**config.mk**
```make
export PLATFORM = sky130hd
export DESIGN_NAME = cluster_frame_builder_flat
export DESIGN_NICKNAME = d
export VERILOG_FILES = /design/src/rtl/cluster_frame_builder_if.sv /design/src/rtl/cluster_frame_builder.sv /design/src/flat_wrapper.sv
export SDC_FILE = /design/constraint.sdc
export NUM_CORES = 1
export LEC_CHECK = 0
export BUFFER_PORTS_ARGS = -buffer_cell sky130_fd_sc_hd__buf_2
export CAP_MARGIN = 20
export CELL_PAD_IN_SITES_DETAIL_PLACEMENT = 1
export CELL_PAD_IN_SITES_GLOBAL_PLACEMENT = 1
export CORE_MARGIN = 2
export CORE_UTILIZATION = 51
export DETAILED_ROUTE_END_ITERATION = 10
export GPL_TIMING_DRIVEN = 0
export PLACE_DENSITY = 0.8
export RECOVER_POWER = 50
export SYNTH_ARGS = -nofsm -noshare
export SYNTH_HDL_FRONTEND = slang
export SYNTH_SLANG_ARGS = --single-unit
```
**constraint.sdc**
```tcl
create_clock -name clock4x -period 11.58 [get_ports clock4x]
set_input_delay 1.737 -clock clock4x [delete_from_list [all_inputs] [get_ports clock4x]]
set_output_delay 1.737 -clock clock4x [all_outputs]
set_load 0.01 [all_outputs]
```
**src/rtl/cluster_frame_builder_if.sv**
```systemverilog
// Port bundle for the cluster frame builder: per-BX cluster inputs in, link word and status out.
interface cluster_frame_builder_if;
    logic              frame_strobe;
    logic              bc0;
    logic [7:0][10:0]  adr;
    logic [7:0][2:0]   cnt;
    logic [15:0]       link_data;
    logic              link_k;
    logic              overflow;
    logic              sync_err;
    logic [15:0]       drop_cnt;

    modport master (
        output frame_strobe, bc0, adr, cnt,
        input  link_data, link_k, overflow, sync_err, drop_cnt
    );

    modport slave (
        input  frame_strobe, bc0, adr, cnt,
        output link_data, link_k, overflow, sync_err, drop_cnt
    );
endinterface

```
**src/rtl/cluster_frame_builder.sv**
```systemverilog
// Packs each BX's valid clusters into header + cluster words, queues them and drains one word per clock4x.
// Optional feature: define FRAMER_DROP_COUNTER_EN to build the saturating dropped-BX counter.
module cluster_frame_builder #(
    parameter int          FIFO_AW   = 5,
    parameter logic [15:0] IDLE_WORD = 16'h50BC
) (
    input  logic clock4x,
    input  logic global_reset,
    cluster_frame_builder_if.slave bus
);
    localparam int DEPTH = 1 << FIFO_AW;

    typedef enum logic {ST_IDLE, ST_WRITE} state_t;
    state_t state_reg, state_next;

    logic [7:0]        valid;
    logic [7:0][15:0]  cluster_word;
    logic [7:0][3:0]   pos;
    logic [7:0][15:0]  stage_cap;
    logic [3:0]        n_cnt;
    logic              trunc;

    logic [7:0][15:0]  stage_reg;
    logic [2:0]        idx_reg, idx_next;
    logic [3:0]        n_reg;
    logic [7:0]        bxn_reg;
    logic              ovf_pend_reg, overflow_reg, sync_err_reg;

    logic [15:0]        mem [DEPTH];
    logic [FIFO_AW-1:0] wr_ptr_reg, rd_ptr_reg;
    logic [FIFO_AW:0]   count_reg;
    logic [15:0]        link_data_reg;
    logic               link_k_reg;

    logic        wr_en, hdr_wr, drop, sync_hit, pop;
    logic [15:0] wr_data, free_words, needed, header;
    logic [7:0]  hdr_bxn;

    genvar gi;
    generate
        for (gi = 0; gi < 8; gi++) begin : g_cluster
            assign valid[gi]        = bus.adr[gi] < 11'd1536;
            assign cluster_word[gi] = {2'b00, bus.cnt[gi], bus.adr[gi]};
        end
    endgenerate

    // pos[i] = number of valid clusters ahead of input i, i.e. its slot in the compacted list.
    // Slot 7 can only receive cluster 7 and is never read, since idx stops at n-1 <= 6.
    always_comb begin
        pos       = '0;
        stage_cap = '0;
        for (int i = 1; i < 8; i++) begin
            pos[i] = pos[i-1] + {3'b000, valid[i-1]};
        end
        for (int j = 0; j < 8; j++) begin
            for (int i = 0; i < 8; i++) begin
                if (valid[i] && pos[i] == 4'(j)) begin
                    stage_cap[j] = cluster_word[i];
                end
            end
        end
    end

    assign n_cnt      = pos[7];
    assign trunc      = &valid;
    assign hdr_bxn    = bus.bc0 ? 8'd0 : bxn_reg;
    assign header     = {1'b1, bus.bc0, ovf_pend_reg, trunc, n_cnt, hdr_bxn};
    assign free_words = 16'(DEPTH) - 16'(count_reg);
    assign needed     = 16'(n_cnt) + 16'd1;
    assign pop        = (count_reg != '0);

    // A strobe always wins over the staged write, which is how an overrun BX gets abandoned.
    always_comb begin
        state_next = state_reg;
        idx_next   = idx_reg;
        wr_en      = 1'b0;
        wr_data    = 16'h0000;
        hdr_wr     = 1'b0;
        drop       = 1'b0;
        sync_hit   = 1'b0;
        if (bus.frame_strobe) begin
            sync_hit = (state_reg == ST_WRITE);
            if (free_words >= needed) begin
                wr_en      = 1'b1;
                wr_data    = header;
                hdr_wr     = 1'b1;
                idx_next   = 3'd0;
                state_next = (n_cnt != 4'd0) ? ST_WRITE : ST_IDLE;
            end else begin
                drop       = 1'b1;
                state_next = ST_IDLE;
            end
        end else if (state_reg == ST_WRITE) begin
            wr_en    = 1'b1;
            wr_data  = stage_reg[idx_reg];
            idx_next = idx_reg + 3'd1;
            if ({1'b0, idx_reg} == n_reg - 4'd1) begin
                state_next = ST_IDLE;
            end
        end
    end

    always_ff @(posedge clock4x) begin
        if (global_reset) begin
            state_reg    <= ST_IDLE;
            idx_reg      <= 3'd0;
            n_reg        <= 4'd0;
            stage_reg    <= '0;
            bxn_reg      <= 8'd0;
            ovf_pend_reg <= 1'b0;
            overflow_reg <= 1'b0;
            sync_err_reg <= 1'b0;
        end else begin
            state_reg <= state_next;
            idx_reg   <= idx_next;
            if (hdr_wr) begin
                stage_reg <= stage_cap;
                n_reg     <= n_cnt;
            end
            if (bus.frame_strobe) begin
                bxn_reg <= bus.bc0 ? 8'd1 : bxn_reg + 8'd1;
            end
            if (drop) begin
                ovf_pend_reg <= 1'b1;
                overflow_reg <= 1'b1;
            end else if (hdr_wr) begin
                ovf_pend_reg <= 1'b0;
            end
            if (sync_hit) begin
                sync_err_reg <= 1'b1;
            end
        end
    end

    always_ff @(posedge clock4x) begin
        if (wr_en) begin
            mem[wr_ptr_reg] <= wr_data;
        end
    end

    always_ff @(posedge clock4x) begin
        if (global_reset) begin
            wr_ptr_reg    <= '0;
            rd_ptr_reg    <= '0;
            count_reg     <= '0;
            link_data_reg <= IDLE_WORD;
            link_k_reg    <= 1'b1;
        end else begin
            if (wr_en) begin
                wr_ptr_reg <= wr_ptr_reg + 1'b1;
            end
            if (pop) begin
                rd_ptr_reg    <= rd_ptr_reg + 1'b1;
                link_data_reg <= mem[rd_ptr_reg];
                link_k_reg    <= 1'b0;
            end else begin
                link_data_reg <= IDLE_WORD;
                link_k_reg    <= 1'b1;
            end
            case ({wr_en, pop})
                2'b10:   count_reg <= count_reg + 1'b1;
                2'b01:   count_reg <= count_reg - 1'b1;
                default: count_reg <= count_reg;
            endcase
        end
    end

`ifdef FRAMER_DROP_COUNTER_EN
    logic [15:0] drop_cnt_reg;

    always_ff @(posedge clock4x) begin
        if (global_reset) begin
            drop_cnt_reg <= 16'h0000;
        end else if (drop && drop_cnt_reg != 16'hFFFF) begin
            drop_cnt_reg <= drop_cnt_reg + 16'd1;
        end
    end

    assign bus.drop_cnt = drop_cnt_reg;
`else
    assign bus.drop_cnt = 16'h0000;
`endif

    assign bus.link_data = link_data_reg;
    assign bus.link_k    = link_k_reg;
    assign bus.overflow  = overflow_reg;
    assign bus.sync_err  = sync_err_reg;
endmodule

```
**src/flat_wrapper.sv**
```systemverilog
// flat-port wrapper written by rule: the top's interface ports become plain ports
module cluster_frame_builder_flat 
#(
    parameter int          FIFO_AW   = 5,
    parameter logic [15:0] IDLE_WORD = 16'h50BC
)
  (clock4x, global_reset, bus_frame_strobe, bus_bc0, bus_adr, bus_cnt, bus_link_data, bus_link_k, bus_overflow, bus_sync_err, bus_drop_cnt);
  cluster_frame_builder_if bus_i ();
  input  logic clock4x;
  input  logic global_reset;
  input wire logic [$bits(bus_i.frame_strobe)-1:0] bus_frame_strobe;
  input wire logic [$bits(bus_i.bc0)-1:0] bus_bc0;
  input wire logic [$bits(bus_i.adr)-1:0] bus_adr;
  input wire logic [$bits(bus_i.cnt)-1:0] bus_cnt;
  output wire logic [$bits(bus_i.link_data)-1:0] bus_link_data;
  output wire logic [$bits(bus_i.link_k)-1:0] bus_link_k;
  output wire logic [$bits(bus_i.overflow)-1:0] bus_overflow;
  output wire logic [$bits(bus_i.sync_err)-1:0] bus_sync_err;
  output wire logic [$bits(bus_i.drop_cnt)-1:0] bus_drop_cnt;
  assign bus_i.frame_strobe = bus_frame_strobe;
  assign bus_i.bc0 = bus_bc0;
  assign bus_i.adr = bus_adr;
  assign bus_i.cnt = bus_cnt;
  assign bus_link_data = bus_i.link_data;
  assign bus_link_k = bus_i.link_k;
  assign bus_overflow = bus_i.overflow;
  assign bus_sync_err = bus_i.sync_err;
  assign bus_drop_cnt = bus_i.drop_cnt;
  cluster_frame_builder #(.FIFO_AW(FIFO_AW), .IDLE_WORD(IDLE_WORD)) u_core (.clock4x(clock4x), .global_reset(global_reset), .bus(bus_i));
endmodule
```
After elaboration in Yosys (flattened, before gate mapping). Memory sizes are Yosys's and may differ from the RTL's. A register that Yosys moved wholly into a read port is not among the register bits. Index checks and enable logic that the tools add are counted.

Logic and storage cells: 236. Bits in writable memories: 512. Bits in registers: 164. Latch bits: 0. Bits in read-only memories: 0. Output and inout port bits: 35. Bits of input ports: 116. Memories: 1.

Divide/modulo/power cells: 0. Order comparisons: 10. Add/sub/neg operators: 15. Bitwise gates (word level): 1. Reductions and logical operators: 65. Eq/ne operators: 46. Mux-type cells: 79. Shifts and indexed selects: 0. Multiply operators: 0.

Memory list: u_core.mem (words 32, bits a word 16, rd ports 1, clocked after Yosys merged registers in 1, wr ports 1, RTL line cluster_frame_builder.sv:29) `logic [15:0] mem [DEPTH];`.

Operators with widths (count): 14-bit two-way mux (44); 16-bit two-way mux (11); 4-bit by 3-bit == test with 1-bit output, second input constant (24); 11-bit < comparator, second input constant (8); 1-bit logical AND (50); 16-bit binary-select mux with 3-bit select (1); 4-bit by 2-bit == test with 1-bit output, second input constant (12); 4-bit zero test (7); 4-bit by 1-bit == test with 1-bit output, second input constant (6); 4-bit by 1-bit adder with 4-bit output (5); 1-bit two-way mux (17); 16-bit >= comparator (1); 8-bit two-way mux (2); 6-bit case mux with 2 select lines (1); 5-bit by 1-bit adder with 5-bit output, second input constant (2); 3-bit two-way mux (3); 8-bit by 1-bit adder with 8-bit output, second input constant (1); 8-bit AND reduction (1); 6-bit by 6-bit subtractor with 7-bit output, first input constant (1); 6-bit by 1-bit adder with 6-bit output, second input constant (1); 2-bit nonzero test (3); 6-bit nonzero test (1); 6-bit by 1-bit subtractor with 6-bit output, second input constant (1); 4-bit by 1-bit adder with 5-bit output, second input constant (1); 12 further kinds (12).

Longest topological paths before layout. Gate-level depths: netlist of the first run.

Word-level depth: 13. Depth in mapped cells: 31.

Worst setup path after synthesis of the first run. No wires, ideal clock.

Path kind: input port to flip-flop. Start point: input port bus_adr[32]. End point: memory u_core.mem[0][10], data pin. Path slack: 2.895 ns. Path buffers: 6. Library setup time: 0.454 ns. Cell stages on the path: 23. Data arrival time: 8.231 ns. Cells stage by stage: clkbuf_1 -> nand2_1 -> clkbuf_1 -> fa_1 -> ha_1 -> fa_1 -> ha_1 -> xor2_2 -> and3_4 -> xnor2_1 -> buf_2 -> buf_2 -> xnor2_1 -> xor2_1 -> ha_1 -> o21ai_0 -> o21a_1 -> nand2b_1 -> inv_1 -> clkbuf_1 -> buf_1 -> nand2_1 -> o21ai_0.

Longest elaborated chain between the ends: 10.

RTL lines: start, declared (RTL line flat_wrapper.sv:13) `input wire logic [$bits(bus_i.adr)-1:0] bus_adr;`; 11-bit < comparator (*) (RTL line cluster_frame_builder.sv:42) `assign valid[gi] = bus.adr[gi] < 11'd1536;`; 4-bit by 1-bit adder with 4-bit output (*) (5 in a row) (RTL line cluster_frame_builder.sv:53) `pos[i] = pos[i-1] + {3'b000, valid[i-1]};`; 4-bit by 1-bit adder with 5-bit output (RTL line cluster_frame_builder.sv:69) `assign needed = 16'(n_cnt) + 16'd1;`; 16-bit >= comparator (RTL line cluster_frame_builder.sv:83) `if (free_words >= needed) begin`; 16-bit two-way mux (*) (RTL line cluster_frame_builder.sv:83); 16-bit two-way mux (*) (RTL line cluster_frame_builder.sv:81) `if (bus.frame_strobe) begin`; via u_core.wr_data[10] (RTL line cluster_frame_builder.sv:36) `logic [15:0] wr_data, free_words, needed, header;`; end, declared (RTL line cluster_frame_builder.sv:29).

The timed path passes the listed nets; every way through them passes the cells marked *.

Final worst setup path of the first run.
Start point: input port bus_adr[31]. End point: memory u_core.mem[11][3], data pin.

Longest elaborated chain between the ends: 10.

RTL lines (RTL line): 11-bit < comparator (cluster_frame_builder.sv:42); 4-bit by 1-bit adder with 4-bit output (5 in a row) (cluster_frame_builder.sv:53); 4-bit by 1-bit adder with 5-bit output (cluster_frame_builder.sv:69); 16-bit >= comparator (cluster_frame_builder.sv:83); 16-bit two-way mux (cluster_frame_builder.sv:83); 16-bit two-way mux (cluster_frame_builder.sv:81); via u_core.wr_data[3] (cluster_frame_builder.sv:36).

The timed path passes the listed nets, and every way through them passes these cells.

==> results of run 1 <==
metrics by stage:
| step | instance area (um2) | setup slack (ps) |
|---|---|---|
| floorplan | 32890 | 2895 |
| global placement | 34420 | 146.3 |
| detailed placement | 35340 | 1208 |
| CTS | 37670 | 1501 |
| global route | 37450 | 386.0 |
| finish | 37450 | 613.0 |
cells in the final DEF, fill, tap and decap left out, types with 81 or more instances in the layout:
cell / instances
edfxtp_1: 512
nand3_1: 227
nor2_1: 226
buf_2: 109
mux4_2: 181
o221ai_1: 99
a221oi_1: 81
clkbuf_1: 227
nand2_1: 190
dfxtp_1: 164
final timing paths:
check	start	to	slack [ps]
max	bus_adr[31]	u_core.mem[11][3]	610
max reg2reg	u_core.count_reg[1]	u_core.mem[11][3]	6420
min	u_core.stage_reg[39]	u_core.stage_reg[39]	490
min reg2reg	u_core.stage_reg[39]	u_core.stage_reg[39]	490
critical path: stages:
cell and delay, ps:
clkbuf_1 240, nand2_1 220, clkbuf_1 590, fa_1 680, ha_1 330, fa_1 760, ha_1 380, xor2_1 710
and3_1 400, xnor2_1 280, buf_2 320, buf_2 280, xnor2_1 290, nand3_1 330, ha_1 380, o21ai_0 160
o21a_1 260, nand2b_1 230, clkbuf_1 350, nor2_1 540, o2bb2ai_1 580, clkbuf_1 1110
routing by layer:
layer / share of wire / vias to the layer above / GRT usage
li1: - / 10660 / -
met1: 0.34 / 13920 / 0.5088
met2: 0.46 / 2596 / 0.6977
met3: 0.096 / 672 / 0.05958
met4: 0.097 / 6 / 0.2985
met5: 0.00025 / - / 0
area by class of cell:
class | instances | area, um2 | area share
Multi-Input combinational cell | 1638 | 13010 | 0.3475
Clock buffer | 98 | 1978 | 0.05282
Clock inverter | 34 | 350.3 | 0.009355
Tap cell | 855 | 1070 | 0.02856
Timing Repair Buffer | 149 | 1089 | 0.02907
Inverter | 35 | 131.4 | 0.003508
Sequential cell | 676 | 18660 | 0.4982
Buffer | 269 | 1161 | 0.03100
power breakdown:
part           total (W)  leakage, nW  switching [W]  internal, W
combinational    0.00353         5.13        0.00241      0.00111
sequential       0.00319         6.13       0.000169      0.00303
clock            0.00242         1.13        0.00113      0.00129
total            0.00914         12.4        0.00372      0.00543
kinds of logic after synthesis:
logic type,count (synthesis),share of synthesized area
simple gates,793,0.1091
flops,676,0.5683
compound gates,509,0.1135
buf+inv,304,0.03948
mux,250,0.1453
fa+ha+maj,35,0.01380
xor+xnor,35,0.01044
other cells,1,0.0001142
==> impl_metrics.json, run 1 <==
{
  "drc": 0,
  "core_area_um2": 64000,
  "setup_violations": 0,
  "status": "finished with violations",
  "grt_pass1_wl_mm": 200.2,
  "min_path_type": "reg -> reg",
  "slew_headroom": -0.2478,
  "grt-ovfl-total": 0,
  "viasPerCell": 7.421,
  "yosysSeqAreaShare": 0.5683,
  "syn_inst": 2603,
  "clockBufferDepth": 3,
  "final_max_slew_viol_count": 106,
  "die-area_um2": 66420,
  "initial_core_util": 0.5130,
  "vdd.ir_drop.worst_v": 0.0001288,
  "clock-root-buffer": "clkbuf_16",
  "cts_made_buffers": 71,
  "dp_hpwl_mm": 93.75,
  "num_vias": 27860,
  "powerDensity_nw_per_um2": 244.1,
  "synth_commonest_cells": "edfxtp_1, nor2_1, nand3_1",
  "grt_usage": 0.4207,
  "dpl.cell_count": 3615,
  "synth_seq_cells": 676,
  "synth_ff_type": "edfxtp_1",
  "die_w_um": 257.7,
  "holdBufCountCts": 0,
  "antennaDiodeCount": 0,
  "yosys.cell_types.count": 67,
  "hold_depth": 2,
  "fmax_ghz": 0.09118,
  "hold_viol": 0,
  "routedWlPerCell_um": 39.17,
  "fin_util": 0.5852,
  "detail_route.iter0.violations": 4066,
  "htreeDepth": 3,
  "min_period_over_period": 0.9471,
  "worstPathMaxFanout": 24,
  "holdWs_ps": 486.5,
  "first_global_vias": 27300,
  "setup_tns_ps": 0,
  "finalPower_w": 0.009142,
  "fin_crit_ps": 10970,
  "finalNonFillerCells": 3754,
  "cts_resized": 0,
  "ys_warn_count": 0,
  "cts.sinks": 676,
  "drt_pass1_iterations": 6,
  "violations": "capacitance limit, slew limit",
  "gp_congestion": 0.9641,
  "ant_nets": 0,
  "synth_top_area_frac": 0.4683,
  "crit_required_ps": 11810,
  "clk_latency_ps": 650,
  "synth.cell_area_um2": 32830,
  "die_height_um": 257.7,
  "synthTopCellsByArea": "edfxtp_1, mux4_2, dfxtp_1, nand3_1, nor2_1",
  "rows": 93,
  "crit_arrival_ps": 11200,
  "synth-edff-count": 512,
  "start_kind": "input pin",
  "end_kind": "flop",
  "path_class": "in -> reg",
  "area_growth_pct": 14.07,
  "p_leak_nw": 12.39,
  "synth_top_cell_by_area": "edfxtp_1",
  "async_reset_ff_frac": 0,
  "cts_tree": "done",
  "reg2regPathDepth": 13,
  "nets": 2991,
  "fin_worst_skew_ps": 39.51,
  "io_buffers": 92,
  "drv_cap": 5,
  "cts_setup_buffers": 0,
  "largest_reg_flops": 512,
  "clkTransAtPathRegs_ps": 60,
  "antenna_found_initial": 4,
  "fill_cells": 6334,
  "synth_most_common_cell": "edfxtp_1",
  "tightestPinTransition_ps": 1872,
  "io_pins": 151,
  "rsz0062_at_grt": "no",
  "grt_max_degree": 42,
  "routed_wl_mm": 147.0,
  "postSynthAreaPerCell_um2": 12.61,
  "drive_above_1_share": 0.1790
}
(Power assumes the default switching activity.)
==> inputs of run 2 (changes only) <==
Settings changed: CORE_UTILIZATION 51 to 55, PLACE_DENSITY 0.8 to 0.85.
Clock period 11.58 ns to 12.7 ns, I/O delays scaled along.
==> run 2 against run 1 <==
  * The flow still finishes with violations (capacitance limit, slew limit)
  * Global-route usage is 5.2 points higher
  * Non-clock buffer count is 1 higher
  * Register-to-register slack improved by 1000 ps
  * Sequential power shrank 8.5%
  * Routed wire length is 0.77% lower
  * Design area decreased by 0.51%
  * Die area is 7.2% lower
  * Sequential share of layout area increased by 0.26 points
  * Worst hold slack gained 2.7 ps
  * Critical path depth unchanged
  * Clock power down 9.9%
  * Critical path type unchanged
  * Critical endpoint is now u_core.mem[11][2]
==> impl_metrics.json, run 2 (synthesis gave the netlist of run 1 again) <==
{
  "status": "finished with violations",
  "violations": "capacitance limit, slew limit",
  "p_comb_frac": 0.394,
  "fmax_ghz": 0.08558,
  "grt-ovfl-total": 0,
  "grt_usage": 0.4723,
  "routedWlPerCell_um": 39.75,
  "num_vias": 28230,
  "die_w_um": 248.3,
  "cts_tree": "done",
  "first_global_vias": 27950,
  "drc": 0,
  "p_leak_nw": 12.39,
  "cts_resized": 0,
  "grt_max_degree": 42,
  "final_common_cell": "edfxtp_1",
  "hold_viol": 0,
  "drv_cap": 5,
  "io_buffers": 92,
  "final_cell_mix": "edfxtp_1, clkbuf_1, nand3_1, nor2_1, nand2_1",
  "viasPerCell": 7.692,
  "final_max_slew_viol_count": 84,
  "setup_violations": 0,
  "cpMaxStageDelayCell": "clkbuf_1",
  "crit_required_ps": 12880,
  "io_pins": 151,
  "finalPower_w": 0.008397,
  "area_growth_pct": 13.49,
  "swShare": 0.4082,
  "rsz0062_at_grt": "no",
  "holdBufCountCts": 0,
  "path_common_cell": "clkbuf_1",
  "grt_pass1_wl_mm": 204.8,
  "clkTransAtPathRegs_ps": 60,
  "drt_pass1_iterations": 8,
  "detail_route.iter0.violations": 4227,
  "die_height_um": 248.3,
  "htreeDepth": 3,
  "gp_congestion": 1.037,
  "cp_cell_sequence": "clkbuf_1 > nand2_1 > clkbuf_1 > fa_1 > ha_1 > fa_1 > ha_1 > xor2_1 > and3_4 > xnor2_1 > clkbuf_1 > clkbuf_1 > xnor2_1 > nand3_1 > ha_1 > o21ai_0 > o21a_1 > nand2b_1 > clkbuf_1 > nor2_1 > o2bb2ai_1 > clkbuf_1",
  "slowest_delay_ps": 1310,
  "core_area_um2": 59020,
  "min_period_over_period": 0.9201,
  "start_kind": "input pin",
  "die-area_um2": 61660,
  "p_seq_frac": 0.347,
  "worstPathMaxFanout": 28,
  "nets": 2990,
  "slew_headroom": -0.2659,
  "path_class": "in -> reg",
  "fin_worst_skew_ps": 46.64,
  "cpLargestDelayFamily": "buffers and inverters",
  "antenna_found_initial": 3,
  "internal_power_w": 0.004970,
  "setup_tns_ps": 0,
  "dp_hpwl_mm": 93.07,
  "cts_setup_buffers": 0,
  "rows": 89,
  "cts_made_buffers": 69,
  "fin_crit_ps": 11690,
  "ant_nets": 0,
  "path_buf_inv": 6,
  "routed_wl_mm": 145.9,
  "drive_above_1_share": 0.1800,
  "tightestPinTransition_ps": 1884,
  "powerDensity_nw_per_um2": 225.4,
  "p_sw_w": 0.003428,
  "largest_reg_flops": 512,
  "clock-root-buffer": "clkbuf_16",
  "pwr-share-clk": 0.259,
  "vdd.ir_drop.worst_v": 0.0001844,
  "min_path_type": "reg -> reg",
  "clk_latency_ps": 650,
  "clockBufferDepth": 3,
  "fill_cells": 5829,
  "crit_arrival_ps": 11870,
  "initial_core_util": 0.5563,
  "cts.sinks": 676,
  "end_kind": "flop"
}
-- run 2: worst paths after layout --
| check | startpoint | endpoint | slack (ps) | cells after the start |
|---|---|---|---|---|
| setup / recovery | bus_adr[31] | u_core.mem[11][2] | 1010 | 22 |
| hold / removal | u_core.stage_reg[107] | u_core.stage_reg[107] | 490 | 2 |
| setup reg to reg | u_core.count_reg[1] | u_core.mem[11][2] | 7430 | 13 |
| hold reg to reg | u_core.stage_reg[107] | u_core.stage_reg[107] | 490 | 2 |
-- run 2: worst register-to-register path, delay by kind of cell, from the launching register on --
family | cells | cell delay [ps]
AOI/OAI and AO/OA | 3 | 780
xor gates and xnor gates | 1 | 90
and+or+nand+nor | 3 | 960
adders and majority gates | 2 | 540
DFF | 1 | 300
buffers and inverters | 4 | 2140
-- run 2: final cells by class --
class / count / area [um2] / area share
clock inverter: 31 / 337.8 / 0.009067
timing repair buffer: 150 / 1037 / 0.02784
buffer: 269 / 1159 / 0.03110
inverter: 35 / 131.4 / 0.003526
multi-input combinational: 1638 / 13000 / 0.3490
clock buffer: 95 / 1958 / 0.05255
tap: 773 / 967.2 / 0.02596
sequential: 676 / 18660 / 0.5008
antenna: 3 / 7.507 / 0.0002015
-- run 2: metrics by stage --
step | instance area (um2) | hold slack (ps) | std cells | util | setup slack, ps
2_1_floorplan | 32890 | 433.4 | 2618 | - | 3847
5_1_grt | 37250 | 520.2 | 3667 | 0.6312 | 746.5
3_5_place_dp | 35180 | 473.0 | 3532 | 0.5961 | 2070
3_3_place_gp | 34310 | 460.2 | 3483 | 0.5814 | 1137
6_report | 37260 | 489.2 | 3670 | 0.6313 | 1015
4_1_cts | 37480 | 490.5 | 3658 | 0.6350 | 2214
-- run 2: power groups by stage --
stage                     clock network (W)  logic, W  registers (W)
after floorplan                           0   0.00178        0.00289
after global placement                    0   0.00271        0.00292
after detailed placement                  0   0.00296        0.00293
after CTS                           0.00215   0.00311        0.00290
after global routing                0.00222   0.00335        0.00293
final                               0.00218   0.00330        0.00292
-- run 2: per-layer routing --
| layer | part of all wire | GRT usage | vias up |
|---|---|---|---|
| met5 | 0.000089 | 0 | - |
| met4 | 0.10 | 0.3790 | 2 |
| met3 | 0.12 | 0.1083 | 832 |
| met2 | 0.45 | 0.7395 | 2914 |
| met1 | 0.32 | 0.5627 | 13830 |
| li1 | - | - | 10650 |
